==> src/rtl/nand3x2_pkg.sv <==
// Shared types and constants for the 2-lane, 3-input NAND array tester.
package nand3x2_pkg;

    localparam int VEC_W = 6;
    localparam int NVEC  = 64;

    typedef enum logic [1:0] {
        ST_IDLE,
        ST_SETTLE,
        ST_CHECK,
        ST_DONE
    } state_t;

    typedef struct packed {
        logic [1:0] i2;
        logic [1:0] i1;
        logic [1:0] i0;
    } lanes_t;

    // Vector bit pairs map low-to-high onto I0, I1, I2.
    function automatic lanes_t split_lanes(input logic [VEC_W-1:0] v);
        lanes_t l;
        l.i0 = v[1:0];
        l.i1 = v[3:2];
        l.i2 = v[5:4];
        return l;
    endfunction

endpackage

==> src/rtl/nand3x2_golden.sv <==
// Golden response of the array under test: per-lane 3-input NAND.
module nand3x2_golden (
    input  logic [1:0] i0,
    input  logic [1:0] i1,
    input  logic [1:0] i2,
    output logic [1:0] golden
);

    assign golden = ~(i0 & i1 & i2);

endmodule

==> src/rtl/nand3x2_tester.sv <==
// Exhaustive stimulus/response sequencer for a 2-lane 3-input NAND array.
module nand3x2_tester
    import nand3x2_pkg::*;
#(
    parameter int SETTLE = 2,
    parameter int ERR_W  = 7
) (
    input  logic             CLK,
    input  logic             ASYNCRESET,
    input  logic             start,
    output logic [1:0]       I0,
    output logic [1:0]       I1,
    output logic [1:0]       I2,
    input  logic [1:0]       O,
    output logic             busy,
    output logic             done,
    output logic             pass,
    output logic [ERR_W-1:0] err_count,
    output logic [5:0]       first_fail,
    output logic [1:0]       first_obs
);

    localparam int CNT_W = (SETTLE > 1) ? $clog2(SETTLE) : 1;
    localparam logic [CNT_W-1:0] SETTLE_LAST = CNT_W'(SETTLE - 1);
    localparam logic [VEC_W-1:0] LAST_V = VEC_W'(NVEC - 1);

    state_t           state;
    logic [VEC_W-1:0] v;
    logic [CNT_W-1:0] settle_cnt;
    logic             fail_seen;
    logic [1:0]       exp_val;
    lanes_t           lanes;

    assign lanes = split_lanes(v);
    assign I0    = lanes.i0;
    assign I1    = lanes.i1;
    assign I2    = lanes.i2;

    nand3x2_golden u_golden (
        .i0     (I0),
        .i1     (I1),
        .i2     (I2),
        .golden (exp_val)
    );

    assign busy = (state == ST_SETTLE) || (state == ST_CHECK);
    assign done = (state == ST_DONE);
    assign pass = done && (err_count == '0);

    always_ff @(posedge CLK or posedge ASYNCRESET) begin
        if (ASYNCRESET) begin
            state      <= ST_IDLE;
            v          <= '0;
            settle_cnt <= '0;
            err_count  <= '0;
            first_fail <= '0;
            first_obs  <= '0;
            fail_seen  <= 1'b0;
        end else begin
            case (state)
                ST_IDLE, ST_DONE: begin
                    if (start) begin
                        state      <= ST_SETTLE;
                        v          <= '0;
                        settle_cnt <= '0;
                        err_count  <= '0;
                        first_fail <= '0;
                        first_obs  <= '0;
                        fail_seen  <= 1'b0;
                    end
                end
                ST_SETTLE: begin
                    if (settle_cnt == SETTLE_LAST) begin
                        settle_cnt <= '0;
                        state      <= ST_CHECK;
                    end else begin
                        settle_cnt <= settle_cnt + CNT_W'(1);
                    end
                end
                ST_CHECK: begin
                    // O is compared at the edge that ends CHECK, so the final
                    // count is already settled when DONE is entered.
                    if (O != exp_val) begin
                        if (err_count != '1) begin
                            err_count <= err_count + ERR_W'(1);
                        end
                        if (!fail_seen) begin
                            first_fail <= v;
                            first_obs  <= O;
                            fail_seen  <= 1'b1;
                        end
                    end
                    if (v == LAST_V) begin
                        state <= ST_DONE;
                    end else begin
                        v     <= v + VEC_W'(1);
                        state <= ST_SETTLE;
                    end
                end
                default: state <= ST_IDLE;
            endcase
        end
    end

endmodule

==> config.mk <==
export PLATFORM = sky130hd
export DESIGN_NAME = nand3x2_tester
export DESIGN_NICKNAME = d
export VERILOG_FILES = /design/src/rtl/nand3x2_pkg.sv /design/src/rtl/nand3x2_golden.sv /design/src/rtl/nand3x2_tester.sv
export SDC_FILE = /design/constraint.sdc
export NUM_CORES = 1
export LEC_CHECK = 0
export ABC_CLOCK_PERIOD_IN_PS = 2250
export CAP_MARGIN = 20
export CORE_ASPECT_RATIO = 0.6
export CORE_MARGIN = 2
export CORE_UTILIZATION = 49
export CTS_BUF_LIST = sky130_fd_sc_hd__clkbuf_4
export CTS_CLUSTER_SIZE = 10
export DETAILED_ROUTE_END_ITERATION = 8
export GPL_TIMING_DRIVEN = 0
export HOLD_SLACK_MARGIN = 0.1
export PLACE_DENSITY = 0.84
export SLEW_MARGIN = 15
export SYNTH_ARGS = -nofsm -noshare
export SYNTH_HDL_FRONTEND = slang
export SYNTH_SLANG_ARGS = --single-unit
==> constraint.sdc <==
create_clock -name CLK -period 2.25 [get_ports CLK]
set_input_delay 0.45 -clock CLK [delete_from_list [all_inputs] [get_ports CLK]]
set_output_delay 0.45 -clock CLK [all_outputs]
set_load 0.03 [all_outputs]
==> results.py, run 1 <==
metrics = {
    "die": {
        "die_w_um": 76.9,
        "core_um2": 2950,
        "start_util_pct": 53.0,
        "num_rows": 15,
        "dieArea_um2": 3670,
        "io_pins": 29,
        "fp.dieH_um": 47.7,
    },
    "final_layout": {
        "nFillCells": 237,
        "final_util_pct": 65.6,
        "nets": 207,
        "drive_gt1_share_pct": 11.8,
        "design_area_um2": 1930,
        "multi_input_area_um2": 861,
        "areaGrowthSynthToFinish_pct": 23.8,
        "diodes": 0,
        "regArea_um2": 626,
    },
    "worst_setup_path": {
        "cp.required_ns": 1.80,
        "start_kind": "flip-flop",
        "path_class": "reg2out",
        "arrival_ns": 1.67,
        "end_kind": "output pin",
        "path_max_fanout": 4,
    },
    "clocking": {
        "cts_buffers": 3,
        "cts_tree": "done",
        "cts_hold_buf": 0,
        "clk_pin_slew_ns": 0.13,
        "cts_num_sinks": 25,
        "clock_latency_ns": 0.32,
        "htreeDepth": 1,
        "cts_root_buf": "clkbuf_4",
        "cts.path.max_buffers": 2,
    },
    "timing": {
        "timing.slew.headroom_pct": 63.1,
        "setup_viol_count_final": 0,
        "rsz0062_at_grt": "no",
        "post-route-period-util_pct": 94.4,
        "finClkSkew_ns": 0.00493,
        "fin_crit_ns": 2.12,
        "worstMarginPinSlew_ns": 0.542,
        "report.final.slew_viol_count": 0,
        "fmax_mhz": 471,
        "finalSetupTns_ns": 0,
        "final_hold_viol_count": 0,
    },
    "route": {
        "routed_wl_um": 4160,
        "wire_per_inst_um": 17.5,
        "via_count": 1505,
        "antenna_left": 0,
        "vias_per_cell": 6.35,
        "drtPass1Iterations": 4,
        "drt_iter0_drc": 182,
        "route.detailed.drc": 0,
    },
    "job": {
        "cap_viol_max_count": 0,
    },
    "global_route": {
        "grt_max_degree": 26,
        "grt_overflow": 0,
        "grt_first_pass_wirelength_um": 6870,
        "grt_pass1_vias": 1348,
        "grt.total_usage_pct": 24.8,
        "antenna_found_initial": 0,
    },
    "yosys": {
        "netlist_area_um2": 1560,
        "yosysSeqAreaShare_pct": 40.1,
        "yosys_warnings": 0,
        "yosysUniqueCellTypes": 44,
        "yosys_register_bits": 25,
        "async_reset_ff_share_pct": 100,
        "syn_nets": 173,
        "syn_area_per_cell_um2": 9.64,
        "syn_inst": 162,
        "synth_edf_count": 0,
        "ys.flop_type": "dfrtp_1",
    },
    "placed_design": {
        "dp_hpwl_um": 3000,
        "gp_congestion": 0.873,
        "io_buffers": 28,
        "placed_cell_area_um2": 1890,
    },
    "power": {
        "max-vdd-ir-drop_mv": 0.518,
        "leakagePower_nw": 0.848,
        "power_density_nw_per_um2": 866,
        "p_total_mw": 1.67,
    },
    "worst_hold_path": {
        "hold_class": "in2async",
    },
    "outcome": {
        "status": "finished, final reports clean",
    },
}
==> flip-flops by register name (all words and copies together) (netlist names) <==
name	cells
lanes	6
err_count	7
first_fail	6
settle_cnt	1
first_obs	2
fail_seen	1
state	2
==> final cells by class <==
| class | instances | share of cell area, % |
|---|---|---|
| Buffer | 8 | 2.14 |
| Clock buffer | 4 | 1.55 |
| Inverter | 10 | 1.94 |
| Multi-Input combinational cell | 119 | 44.5 |
| Sequential cell | 25 | 32.4 |
| Tap cell | 42 | 2.72 |
| Timing Repair Buffer | 29 | 14.8 |
==> cells in the mapped netlist, drive strengths merged, types with 3 or more instances <==
library cell / count / share of area, %
a211o: 5 / 2.8
a21oi: 4 / 1.3
a31oi: 6 / 2.8
a32o: 4 / 2.6
and3: 6 / 2.4
buf: 6 / 2.2
dfrtp: 25 / 40
ha: 6 / 4.8
inv: 10 / 2.4
nand2: 15 / 3.8
nand3: 9 / 3.5
nand4: 8 / 3.2
nor2: 6 / 1.4
nor3: 3 / 0.96
nor4: 3 / 1.2
o21ai: 8 / 2.6
o221ai: 3 / 1.7
o31ai: 4 / 2.8
xnor2: 3 / 2.6
xor2: 4 / 2.2
==> final timing paths <==
path,cells past startpoint,startpoint,end,slack [ns]
min in group CLK,1,first_fail[4],first_fail[4],0.51
worst min-delay path,2,ASYNCRESET,err_count[6],0.40
worst min register to register,1,first_fail[4],first_fail[4],0.51
max in group asynchronous,3,ASYNCRESET,fail_seen,1.40
worst max register to register,6,state[0],first_fail[5],0.21
worst max-delay path,2,state[1],done,0.13
==> per-stage QoR <==
step	hold WS (ns)	instances	worst slack (ns)
2_1_floorplan	0.477	162	0.0107
3_3_place_gp	0.475	232	0.120
3_5_place_dp	0.483	232	0.0721
4_1_cts	0.513	236	0.00930
5_1_grt	0.434	237	0.0539
6_report	0.401	237	0.125
==> routing by layer <==
layer | up-vias | share of wire (%) | global-route usage (%) | wire length (um)
met5 | - | 0 | 0 | 0
met4 | 0 | 1.6 | 7.64 | 68
met3 | 10 | 10 | 6.04 | 417
met2 | 99 | 42 | 36.3 | 1740
met1 | 712 | 46 | 36.6 | 1930
li1 | 684 | - | - | -
==> worst max-delay path, cell delays in order, from the launching register on <==
cell,delay (ns)
dfrtp_1,0.43
ha_1,0.24
clkdlybuf4s50_1,0.69
==> cell families after synthesis <==
family / Yosys count / synth area share, %
AO/OA/AOI/OAI: 44 / 22.0
adder cells (fa/ha/maj): 6 / 4.81
XOR/XNOR: 7 / 4.89
flip-flops: 25 / 40.1
multiplexers: 4 / 2.72
AND/OR/NAND/NOR: 58 / 20.4
buffers and inverters: 18 / 5.05
==> where the power goes <==
group,internal (mW),switching [mW],leakage (nW)
Clock,0.0814,0.132,0.0184
Sequential,0.512,0.0892,0.340
Combinational,0.290,0.569,0.489
==> what timing repair did <==
item	CTS	global route
setup buffers	0	0
gates resized for setup	3	5
endpoints found under the setup margin	2	11
==> cell usage in the layout (no fill, tap or decap), types with 5 or more instances in the layout <==
cell / netlist / layout
nand3_1: 7 / 7
o21ai_0: 8 / 8
nand2_1: 14 / 14
inv_1: 9 / 9
nand4_1: 8 / 8
dfrtp_1: 25 / 25
a211o_1: 5 / 5
and3_1: 6 / 6
nor2_1: 6 / 6
clkdlybuf4s50_1: 0 / 26
ha_1: 6 / 6
a31oi_1: 5 / 5
Note: power is estimated with default switching activity, not from simulation.
==> run 2: changes to the inputs <==
--- a/config.mk
+++ b/config.mk
@@ -20,3 +20,4 @@
 export SYNTH_ARGS = -nofsm -noshare
 export SYNTH_HDL_FRONTEND = slang
 export SYNTH_SLANG_ARGS = --single-unit
+export TNS_END_PERCENT = 5
==> results of run 2 <==
The final DEF is identical to that of run 1; final timing and power are the same.
==> run 3: changes to the inputs <==
--- a/config.mk
+++ b/config.mk
@@ -8,7 +8,7 @@
 export ABC_CLOCK_PERIOD_IN_PS = 2250
 export CAP_MARGIN = 20
 export CORE_ASPECT_RATIO = 0.6
-export CORE_MARGIN = 2
+export CORE_MARGIN = 4
 export CORE_UTILIZATION = 49
 export CTS_BUF_LIST = sky130_fd_sc_hd__clkbuf_4
 export CTS_CLUSTER_SIZE = 10
==> run 3 against run 2 <==
First-iteration DRC count rose by 4.9%. Routed wire length is 1.9% lower. Clock skew grew 0.0097 ns. Non-clock buffer count unchanged. Total power down 0.88%. Fmax grew 0.16%. Clock power about the same. Sequential share of layout area about the same. Clock-buffer cell count fell by 1. Via count fell by 2.2%. Cell count did not move. Core utilization shrank 0.50 points. Critical path type unchanged. Largest power group unchanged. Highest routed layer unchanged.
==> results.py, run 3 (synthesis gave the netlist of run 1 again) <==
metrics = {
    "outcome": {
        "status": "finished, final reports clean",
    },
    "power": {
        "p_int_mw": 0.869,
        "power_density_nw_per_um2": 860,
        "p_total_mw": 1.66,
        "switching_share_pct": 47.7,
        "clkPwrFrac_pct": 12.7,
        "seqPwrFrac_pct": 36.0,
        "p_comb_share_pct": 51.2,
        "switchingPower_mw": 0.791,
        "leakagePower_nw": 0.847,
        "max-vdd-ir-drop_mv": 0.475,
    },
    "placed_design": {
        "dp.cells": 232,
        "dp_hpwl_um": 3060,
        "io_buffers": 28,
        "gp_congestion": 0.941,
        "dp_slack_ns": 0.0152,
    },
    "clocking": {
        "cts_hold_buf": 0,
        "cts_num_sinks": 25,
        "cts_root_buf": "clkbuf_4",
        "cts_buffers": 3,
        "clock_latency_ns": 0.33,
        "cts.path.max_buffers": 2,
        "htreeDepth": 1,
        "cts_setup_buffers": 0,
        "cts_tree": "done",
        "clk_pin_slew_ns": 0.15,
    },
    "timing": {
        "rsz0062_at_grt": "yes",
        "fmax_mhz": 471,
        "finalSetupTns_ns": 0,
        "fin_crit_ns": 2.12,
        "timing.slew.headroom_pct": 61.2,
        "setup_slack_ns": 0.129,
        "setup_viol_count_final": 0,
        "final_hold_viol_count": 0,
        "report.final.slew_viol_count": 0,
        "worstMarginPinSlew_ns": 0.570,
        "post-route-period-util_pct": 94.3,
        "finClkSkew_ns": 0.0147,
    },
    "die": {
        "start_util_pct": 52.7,
        "fp.dieH_um": 51.7,
        "num_rows": 15,
        "die_w_um": 80.9,
        "core_um2": 2970,
        "dieArea_um2": 4180,
        "io_pins": 29,
    },
    "global_route": {
        "grt_max_degree": 26,
        "grt_overflow": 0,
        "use_met1_pct": 31.6,
        "grt.total_usage_pct": 21.2,
        "antenna_found_initial": 0,
        "grt_first_pass_wirelength_um": 6720,
        "busiest_layer": "met1",
        "met3_usage_pct": 5.71,
        "met2_usage_pct": 29.4,
        "grt_pass1_vias": 1351,
    },
    "final_layout": {
        "drive_gt1_share_pct": 11.8,
        "nets": 207,
        "final_common_cell": "clkdlybuf4s50_1",
        "final_util_pct": 65.1,
        "areaGrowthSynthToFinish_pct": 23.6,
        "instances_no_fill": 237,
        "diodes": 0,
        "largest_reg_flops": 7,
        "regMostFlops": "err_count",
        "final_cell_mix": "26 x clkdlybuf4s50_1, 25 x dfrtp_1, 14 x nand2_1, 9 x inv_1",
    },
    "route": {
        "routed_wl_um": 4080,
        "route.detailed.drc": 0,
        "vias_per_cell": 6.21,
        "drtPass1Iterations": 7,
        "drt_iter0_drc": 191,
        "wire_per_inst_um": 17.2,
        "via_count": 1472,
        "antenna_left": 0,
    },
    "worst_setup_path": {
        "worstRegToRegCells": 6,
        "critPathBufInv": 1,
        "path_max_fanout": 4,
        "r2r_start": "state[0]",
        "path_class": "reg2out",
        "end_kind": "output pin",
        "max_stage_delay_ns": 0.69,
        "start_kind": "flip-flop",
        "r2r_slack_ns": 0.14,
        "arrival_ns": 1.67,
        "cp.required_ns": 1.80,
        "crit_family": "buffers and inverters",
        "crit_chain": "ha_1 -> clkdlybuf4s50_1",
        "rr_endpoint": "err_count[6]",
        "cpMaxStageDelayCell": "clkdlybuf4s50_1",
    },
    "worst_hold_path": {
        "hold_class": "in2async",
    },
    "job": {
        "cap_viol_max_count": 0,
    },
}
run 3: cell types whose count changed in the layout (fill, tap and decap cells not counted):
cell / change
clkinv_2: +1
clkbuf_4: -1
run 3: power by group through the flow:
stage | sequential (mW) | combinational [mW] | clock [mW]
2_1_floorplan | 0.641 | 0.525 | 0
3_3_place_gp | 0.601 | 0.818 | 0
3_5_place_dp | 0.605 | 0.845 | 0
4_1_cts | 0.596 | 0.831 | 0.217
5_1_grt | 0.607 | 0.927 | 0.241
6_report | 0.598 | 0.850 | 0.212
run 3: worst register-to-register path: stages (launching register included):
cell and delay [ns]:
dfrtp_1 0.43, inv_1 0.07, ha_1 0.27, buf_2 0.18, mux2i_2 0.55, a31oi_2 0.18, a32o_1 0.32
run 3: repair_timing:
action | in CTS | in global routing
cloned | 0 | 0
gates resized for setup | 2 | 6
setup endpoints to repair | 2 | 12
hold endpoints to repair | 0 | 0
run 3: layout make-up:
cell class	instances	area (um^2)
Multi-Input combinational cell	119	861
Fill cell	264	1030
Clock inverter	1	5.00
Sequential cell	25	626
Tap cell	42	52.6
Clock buffer	3	22.5
Inverter	10	37.5
Timing Repair Buffer	29	285
Buffer	8	41.3
run 3: worst max-delay path by stage:
stage                      start            to  slack [ns]  depth (start not counted)
floorplan           err_count[0]          pass        0.01                          4
global placement           start  err_count[6]         0.1                          4
detailed placement         start  first_obs[1]        0.02                          4
CTS                     state[0]  first_obs[1]       0.005                          6
global route        err_count[0]          pass       -0.01                          5
finish                  state[0]          done        0.13                          2
run 3: per-stage QoR:
stage	cell area (um^2)	hold slack [ns]
after CTS	1920	0.513
after global routing	1930	0.414
after floorplan	1560	0.477
after global placement	1890	0.472
after detailed placement	1890	0.482
final	1930	0.401
run 3: metal layers:
layer / share of wire [%] / vias up / wire length, um
met5: 0 / - / 0
met4: 2.4 / 0 / 97
met3: 7.3 / 10 / 297
met2: 41 / 70 / 1670
met1: 49 / 705 / 2010
li1: - / 687 / -
